<file path="config.mk">
export PLATFORM = sky130hd
export DESIGN_NAME = tbtt_scheduler
export DESIGN_NICKNAME = d
export VERILOG_FILES = /design/src/rtl/tbtt_scheduler.sv
export SDC_FILE = /design/constraint.sdc
export NUM_CORES = 1
export LEC_CHECK = 0
export ABC_AREA = 1
export CORE_MARGIN = 1.5
export CORE_UTILIZATION = 47
export CTS_CLUSTER_SIZE = 20
export DETAILED_ROUTE_END_ITERATION = 8
export PLACE_DENSITY_LB_ADDON = 0.05
export SETUP_SLACK_MARGIN = 0.5
export SKIP_LAST_GASP = 1
export SLEW_MARGIN = 20
export SYNTH_ARGS = -nofsm -noshare
export SYNTH_HDL_FRONTEND = slang
export SYNTH_SLANG_ARGS = --single-unit
</file>
<file path="constraint.sdc">
create_clock -name clk -period 4.1 [get_ports clk]
set_input_delay 0.41 -clock clk [delete_from_list [all_inputs] [get_ports clk]]
set_output_delay 0.41 -clock clk [all_outputs]
set_load 0.05 [all_outputs]
</file>
<file path="src/rtl/tbtt_scheduler.sv">
// Beacon timing: aligns TBTTs to multiples of the beacon interval on the TSF, then issues
// a pre-TBTT warning, a TBTT pulse and a held beacon request to the TX path.
module tbtt_scheduler #(
  parameter int TIMER_WIDTH = 64
) (
  input  logic                   clk,
  input  logic                   rst,
  input  logic                   enable,
  input  logic [15:0]            beacon_interval_tu,
  input  logic [15:0]            tbtt_lead_us,
  input  logic [TIMER_WIDTH-1:0] tsf_runtime_val,
  input  logic                   tsf_resync,
  input  logic                   beacon_ack,
  output logic                   tbtt_pre_pulse,
  output logic                   tbtt_pulse,
  output logic                   beacon_req,
  output logic [TIMER_WIDTH-1:0] next_tbtt,
  output logic [31:0]            tbtt_count,
  output logic [15:0]            missed_count,
  output logic                   aligning,
  output logic                   cfg_err
);

  localparam int IW = 26;  // interval in us: 16-bit TU count times 1024

  typedef enum logic [1:0] {IDLE, ALIGN, WAIT} state_t;

  state_t                 state;
  logic [TIMER_WIDTH-1:0] snapshot;
  logic [TIMER_WIDTH-1:0] div_sh;
  logic [IW-1:0]          iv_us;
  logic [IW-1:0]          lead_eff;
  logic [IW-1:0]          rem;
  logic [6:0]             bit_cnt;
  logic                   pre_sent;

  logic [IW-1:0]          iv_new;
  logic [IW-1:0]          iv_new_m1;
  logic [IW-1:0]          lead_new;
  logic [TIMER_WIDTH-1:0] iv_ext;
  logic [TIMER_WIDTH-1:0] lead_ext;
  logic [IW:0]            trial;
  logic [IW-1:0]          rem_step;
  logic                   tbtt_due;
  logic                   pre_due;
  logic                   jump_fwd;
  logic                   jump_bwd;
  logic                   start_align;

  // NOTE: every signal gets a default at the top of always_comb so no path can infer a latch.
  always_comb begin
    iv_new      = {beacon_interval_tu, 10'd0};
    iv_new_m1   = iv_new - 26'd1;
    lead_new    = ({10'd0, tbtt_lead_us} > iv_new_m1) ? iv_new_m1 : {10'd0, tbtt_lead_us};
    iv_ext      = {{(TIMER_WIDTH-IW){1'b0}}, iv_us};
    lead_ext    = {{(TIMER_WIDTH-IW){1'b0}}, lead_eff};

    // One restoring-division step: bring in the next dividend bit, subtract if it fits.
    trial       = {rem, div_sh[TIMER_WIDTH-1]};
    rem_step    = (trial >= {1'b0, iv_us}) ? IW'(trial - {1'b0, iv_us}) : trial[IW-1:0];

    tbtt_due    = tsf_runtime_val >= next_tbtt;
    pre_due     = (lead_eff != '0) && !pre_sent && (tsf_runtime_val >= next_tbtt - lead_ext);
    jump_fwd    = tsf_runtime_val >= next_tbtt + iv_ext;
    jump_bwd    = (tsf_runtime_val + iv_ext) < next_tbtt;

    start_align = 1'b0;
    case (state)
      IDLE:    start_align = (beacon_interval_tu != 16'd0);
      ALIGN:   start_align = tsf_resync;
      WAIT:    start_align = tsf_resync || jump_fwd || jump_bwd;
      default: start_align = 1'b0;
    endcase
  end

  // NOTE: sequential state uses non-blocking assignments only, so every read sees pre-edge values.
  always_ff @(posedge clk) begin
    if (rst) begin
      state          <= IDLE;
      snapshot       <= '0;
      div_sh         <= '0;
      iv_us          <= '0;
      lead_eff       <= '0;
      rem            <= '0;
      bit_cnt        <= '0;
      pre_sent       <= 1'b0;
      tbtt_pre_pulse <= 1'b0;
      tbtt_pulse     <= 1'b0;
      beacon_req     <= 1'b0;
      next_tbtt      <= '0;
      tbtt_count     <= '0;
      missed_count   <= '0;
      aligning       <= 1'b0;
      cfg_err        <= 1'b0;
    end else begin
      tbtt_pre_pulse <= 1'b0;
      tbtt_pulse     <= 1'b0;

      if (!enable) begin
        // Timing results and counters hold for inspection; counters clear on re-enable.
        state      <= IDLE;
        beacon_req <= 1'b0;
        pre_sent   <= 1'b0;
        aligning   <= 1'b0;
        cfg_err    <= 1'b0;
      end else if (start_align) begin
        state    <= ALIGN;
        aligning <= 1'b1;
        snapshot <= tsf_runtime_val;
        div_sh   <= tsf_runtime_val;
        rem      <= '0;
        bit_cnt  <= '0;
        pre_sent <= 1'b0;
        // A zero interval on a re-align keeps the last good configuration.
        if (beacon_interval_tu == 16'd0) begin
          cfg_err <= 1'b1;
        end else begin
          iv_us    <= iv_new;
          lead_eff <= lead_new;
        end
        if (state == IDLE) begin
          tbtt_count   <= '0;
          missed_count <= '0;
        end
        if (beacon_ack) beacon_req <= 1'b0;
      end else begin
        case (state)
          IDLE: cfg_err <= 1'b1;
          ALIGN: begin
            if (beacon_ack) beacon_req <= 1'b0;
            if (bit_cnt == 7'd64) begin
              next_tbtt <= snapshot - {{(TIMER_WIDTH-IW){1'b0}}, rem} + iv_ext;
              state     <= WAIT;
              aligning  <= 1'b0;
            end else begin
              rem     <= rem_step;
              div_sh  <= div_sh << 1;
              bit_cnt <= bit_cnt + 7'd1;
            end
          end
          WAIT: begin
            if (tbtt_due) begin
              tbtt_pulse <= 1'b1;
              next_tbtt  <= next_tbtt + iv_ext;
              tbtt_count <= tbtt_count + 32'd1;
              pre_sent   <= 1'b0;
              beacon_req <= 1'b1;
              // An ack landing with the new TBTT means the previous beacon did go out.
              if (beacon_req && !beacon_ack && missed_count != 16'hFFFF)
                missed_count <= missed_count + 16'd1;
            end else begin
              if (beacon_ack) beacon_req <= 1'b0;
              if (pre_due) begin
                tbtt_pre_pulse <= 1'b1;
                pre_sent       <= 1'b1;
              end
            end
          end
          default: state <= IDLE;
        endcase
      end
    end
  end

endmodule

</file>
After elaboration in Yosys (flattened, before gate mapping)
Cells that the tools add are included.
{"block": "classes", "add_sub_neg": 10, "magnitude_cmp": 6, "eq_ne": 11, "n_mux": 41, "n_bitwise": 5, "n_reduce_logical": 37}
{"cell": "64-bit 2-to-1 mux", "n": 5}
{"cell": "64-bit by 26-bit adder with 64-bit output", "n": 3}
{"cell": "64-bit greater-or-equal comparator", "n": 3}
{"cell": "26-bit 2-to-1 mux", "n": 5}
{"cell": "32-bit 2-to-1 mux", "n": 4}
{"cell": "64-bit one-hot mux with 2 select lines", "n": 1}
{"cell": "64-bit by 26-bit subtractor with 64-bit output", "n": 2}
{"cell": "16-bit 2-to-1 mux", "n": 5}
{"cell": "64-bit less-than comparator", "n": 1}
{"cell": "32-bit by 1-bit adder with 32-bit output (second input constant)", "n": 1}
{"cell": "27-bit by 26-bit greater-or-equal comparator with 1-bit output", "n": 1}
{"cell": "16-bit by 26-bit greater-than comparator with 1-bit output", "n": 1}
{"cell": "26-bit nonzero test", "n": 1}
{"cell": "26-bit by 1-bit subtractor with 26-bit output (second input constant)", "n": 1}
{"cell": "26-bit subtractor", "n": 1}
{"cell": "7-bit 2-to-1 mux", "n": 3}
{"cell": "16-bit by 1-bit adder with 16-bit output (second input constant)", "n": 1}
{"cell": "16-bit zero test", "n": 1}
{"cell": "16-bit != test (second input constant)", "n": 1}
{"cell": "16-bit nonzero test", "n": 1}
{"cell": "2-bit nonzero test", "n": 8}
{"cell": "1-bit 2-to-1 mux", "n": 14}
{"cell": "2-bit AND reduction", "n": 6}
{"cell": "5-bit AND reduction", "n": 2}
{"cell": "other kinds (23)", "n": 38}
{"block": "word_totals", "register_bits": 323, "inputBits": 101, "word_cells": 127}

Longest topological paths before layout
{"block": "logic_depth", "word_depth": 7, "mapped_depth": 37, "mapped_depth_nobuf": 35}

Worst setup path before layout
No wires, ideal clock.
{"block": "synth_path", "path_kind": "register to register", "from": "reg next_tbtt[10]", "to": "reg missed_count[12]", "arrival_ns": 4.487, "t_required_ns": 3.983, "path_slack_ns": -0.504, "path_stages_with_launch": 28, "path_cell_list": "dfxtp_1 > ha_1 > inv_1 > fa_1 > inv_1 > nand3_1 > nand2_1 > a21oi_1 > o21ai_2 > nand2_1 > nor2_1 > nand2_1 > xor2_1 > inv_1 > ha_1 > nand2_1 > or4_1 > nor2_1 > nand2_1 > nand3_1 > nand2_1 > nand2_4 > nand3_4 > nand2_2 > buf_1 > nand3_1 > nand2_1 > nor2_1"}
{"block": "synth_via", "elab_chain_len": 7, "elab_cells_between_ends": 13, "cone_classes": "1 x add/sub; 3 x order compare; 1 x eq/ne; 2 x mux; 6 x reduce/logical"}
{"element": "start, declared", "line": "17", "rtl": "output logic [TIMER_WIDTH-1:0] next_tbtt,"}
{"element": "start signal, assigned", "line": "132", "rtl": "next_tbtt <= snapshot - {{(TIMER_WIDTH-IW){1'b0}}, rem} + iv_ext;"}
{"element": "start signal, assigned", "line": "144", "rtl": "next_tbtt <= next_tbtt + iv_ext;"}
{"element": "64-bit by 26-bit adder with 64-bit output", "line": "64", "rtl": "jump_fwd = tsf_runtime_val >= next_tbtt + iv_ext;"}
{"element": "64-bit greater-or-equal comparator", "line": "64"}
{"element": "1-bit logical OR (2 in a row)", "line": "71", "rtl": "WAIT: start_align = tsf_resync || jump_fwd || jump_bwd;"}
{"element": "1-bit one-hot mux with 3 select lines", "line": "68", "rtl": "case (state)"}
{"element": "2-bit by 1-bit != test with 1-bit output (no line) / 2-bit nonzero test (equally long branches)"}
{"element": "5-bit AND reduction (no line)"}
{"element": "end signal, assigned", "line": "150", "rtl": "missed_count <= missed_count + 16'd1;"}
{"element": "end, declared", "line": "19", "rtl": "output logic [15:0] missed_count,"}
Parallel ways exist; a longest one is shown, timed or not.
A chain may end at the register's enable or synchronous reset.

Worst setup path in the final report
{"block": "layout_path", "from": "in tsf_runtime_val[12]", "to": "reg next_tbtt[54]"}
{"block": "layout_via", "elab_chain_len": 6, "elab_cells_between_ends": 10, "cone_classes": "1 x add/sub; 3 x order compare; 1 x eq/ne; 1 x mux; 1 x bitwise; 3 x reduce/logical"}
{"element": "start, declared", "line": "11", "rtl": "input logic [TIMER_WIDTH-1:0] tsf_runtime_val,"}
{"element": "64-bit by 26-bit adder with 64-bit output / 64-bit greater-or-equal comparator (equally long branches)", "line": "65, 64"}
{"element": "64-bit less-than comparator / 1-bit logical OR (equally long branches)", "line": "65, 71"}
{"element": "1-bit logical OR", "line": "71"}
{"element": "1-bit one-hot mux with 3 select lines", "line": "68"}
{"element": "1-bit inverter (no line)"}
{"element": "5-bit AND reduction (no line) (*)"}
Mark *: on every way between the ends. The rest lies on a longest branch, timed or not.

==> impl_metrics.json <==
{
  "place_hpwl_mm": 110.8,
  "initial_utilization": 0.4764,
  "final_antenna_net_count": 0,
  "fp.dieW_um": 264.4,
  "synth_fp_nets": 5604,
  "portBuffers": 217,
  "worst_pin_slew_ns": 1.148,
  "yosys-top-cells-area": "dfxtp_1 20%, ha_1 15%, nand2_1 13%",
  "yosys.area.top_type": "dfxtp_1",
  "crit_start": "tsf_runtime_val[12]",
  "fmax_mhz": 204.3,
  "placed_cell_area_sq_mm": 0.04057,
  "worst_skew_pair.late_latency_ns": 0.61,
  "path_delay_family": "simple AND/OR/NAND/NOR gates",
  "fin_ws_ns": -0.7948,
  "end_kind": "flop",
  "crit_arrival_ns": 5.38,
  "met2_usage": 0.6571,
  "die_h_um": 264.4,
  "hold_path.startpoint": "rst",
  "clock_path_buffers": 3,
  "reg2reg_from": "iv_us[10]",
  "slowest_stage": "clkdlybuf4s50_1",
  "hold_viol_final": 0,
  "grt_pass1_vias": 36490,
  "gr-usage-met3": 0.05258,
  "dp_slack_ns": -1.568,
  "cpPeakStageDelay_ns": 0.57,
  "rr_worst_depth": 32,
  "rsz0062_at_grt": "yes",
  "initialDrtViolationCount": 3676,
  "clock-sinks": 323,
  "grt_max_degree": 81,
  "maxSlewHeadroom": 0.2277,
  "routedWlPerCell_um": 21.46,
  "comb_power_share": 0.472,
  "h-tree-depth": 2,
  "synth_area_sq_mm": 0.03211,
  "vias": 38830,
  "wirelength_mm": 149.1,
  "clock_skew_ns": 0.03037,
  "syn2layout_area_growth_pct": 45.26,
  "dr.pass1.iters": 6,
  "setup_violations": 323,
  "critPathBufInv": 8,
  "required_ns": 4.59,
  "netlist.area_leader.share": 0.2014,
  "p_leak_nw": 21.96,
  "antenna_found_initial": 5,
  "p_int_w": 0.008142,
  "drc": 0,
  "nets": 6558,
  "core.rowCount": 95,
  "cp_num_cells": 33,
  "syn_inst": 5085,
  "postLayoutCellArea_sq_mm": 0.04664,
  "root_buffer": "clkbuf_16",
  "synth_area_per_cell_sq_um": 6.315,
  "power.share.clock": 0.277,
  "tns_ns": -215.09,
  "swShare": 0.4087,
  "hold_path_depth": 2,
  "drt-vias-per-instance": 5.590,
  "crit_path_max_fanout": 6,
  "grt_pass1_wl_mm": 215.6,
  "synth_seq_area_share": 0.2014,
  "finalCritPeriodShare": 1.194,
  "gp_congestion": 1.040,
  "cts-buffers-inserted": 42,
  "core-area_sq_mm": 0.06740,
  "use_met1": 0.4966,
  "status": "complete, but fails checks",
  "fin_crit_ns": 4.895,
  "power_density_mw_per_mm2": 295.2,
  "yosys_warnings": 0,
  "violations": "setup timing",
  "yosysUniqueCellTypes": 60,
  "finalNonFillerCells": 6947,
  "drive_gt1_frac": 0.2348,
  "ios": 218,
  "track_usage": 0.4049,
  "die-area_sq_mm": 0.06989,
  "switchingPower_w": 0.005628,
  "peakVddDrop_uv": 317.2,
  "ys_seq_elements": 323,
  "startpoint_type": "primary input",
  "cts_tree": "yes",
  "grt_busiest_layer": "met2",
  "clkSlewWorstSetupHoldPaths_ns": 0.06,
  "dp_cells": 6727,
  "hold_path_class": "primary input to flop",
  "p_seq_frac": 0.251,
  "max_cap_viol_count": 0,
  "globalRoute.totalOverflow": 0,
  "slew_viol_final": 0,
  "crit_type": "primary input to flop"
}
-- worst paths after layout --
kind | end | slack (ns)
worst min register to register | lead_eff[21] | 0.45
worst max register to register | next_tbtt[54] | -0.78
worst max-delay path | next_tbtt[54] | -0.79
worst min-delay path | tbtt_count[11] | 0.19
-- layout by cell type, fill, tap and decap left out, types with 95 or more instances in the layout --
master,instances
nand3_1,185
inv_1,659
nor2_1,572
nor3_1,95
buf_4,683
nand2_1,982
o21ai_0,258
dfxtp_1,277
a21oi_1,452
ha_1,372
clkdlybuf4s50_1,209
xor2_1,159
-- kinds of logic after synthesis --
family | share of synthesized area
DFF | 0.2014
muxes | 0.001286
buffers and inverters | 0.1028
xor gates and xnor gates | 0.05864
AOI/OAI and AO/OA | 0.1715
and+or+nand+nor | 0.2967
adders and majority gates | 0.1678
-- cell type report --
type / count / area [sq um]
Clock inverter: 10 / 133.9
Inverter: 676 / 2619
Multi-Input combinational cell: 3938 / 24650
Tap cell: 873 / 1092
Clock buffer: 65 / 1247
Timing Repair inverter: 6 / 98.84
Sequential cell: 323 / 6541
Fill cell: 5855 / 20750
Timing Repair Buffer: 1052 / 10250
Antenna cell: 4 / 10.01
-- synth_stat cells (all sizes together) --
cell     count
a211o        2
a211oi       2
a21boi      10
a21o        21
a21oi      507
a221oi       2
a22oi        1
a31oi       27
and2         3
and3         4
buf         72
clkbuf      81
clkinv       3
dfxtp      323
fa          21
ha         397
inv        673
mux2         1
mux2i        3
nand2     1112
nand2b       1
nand3      233
nand3b       9
nand4       89
nor2       632
nor3       111
nor3b        3
nor4        41
nor4b        2
o2111ai      2
o211ai      12
o21a        23
o21ai      373
o21bai      20
o221ai       5
o22ai       20
o31ai        3
or2         24
or3          1
or4          1
xnor2       47
xor2       168
-- state kept, by name, summed over array words and instances (netlist names) --
signal / count
div_sh: 64
next_tbtt: 64
snapshot: 64
tbtt_count: 32
lead_eff: 26
rem: 26
iv_us: 16
missed_count: 16
bit_cnt: 7
state: 2
aligning: 1
beacon_req: 1
cfg_err: 1
pre_sent: 1
tbtt_pre_pulse: 1
tbtt_pulse: 1
-- metal layers --
layer	up-vias	routed length (um)
li1	18740	-
met1	17790	59060
met2	1798	65880
met3	510	11160
met4	2	12960
met5	-	13
-- power groups by stage --
stage,clock network [W],logic (W),registers [W]
2_1_floorplan,0,0.00331,0.00355
3_3_place_gp,0,0.00552,0.00350
3_5_place_dp,0,0.00556,0.00350
4_1_cts,0.00382,0.00612,0.00344
5_1_grt,0.00394,0.00704,0.00347
6_report,0.00381,0.00650,0.00345
-- metrics by stage --
step | hold slack [ns] | util | power, W
3_5_place_dp | 0.4407 | 0.6019 | 0.009058
6_report | 0.1934 | 0.6921 | 0.01377
3_3_place_gp | 0.4354 | 0.6019 | 0.009017
2_1_floorplan | 0.4262 | - | 0.006861
5_1_grt | 0.1993 | 0.6920 | 0.01444
4_1_cts | 0.1740 | 0.6731 | 0.01338
-- timing repair --
action                     in CTS  in global routing
setup buffers                  60                 23
resized for setup             457                255
pin swaps                     135                100
hold endpoints to repair        0                  0
setup endpoints to repair     323                323
hold buffers                    0                  0
gates cloned                   46                 12
(Power assumes the default switching activity.)
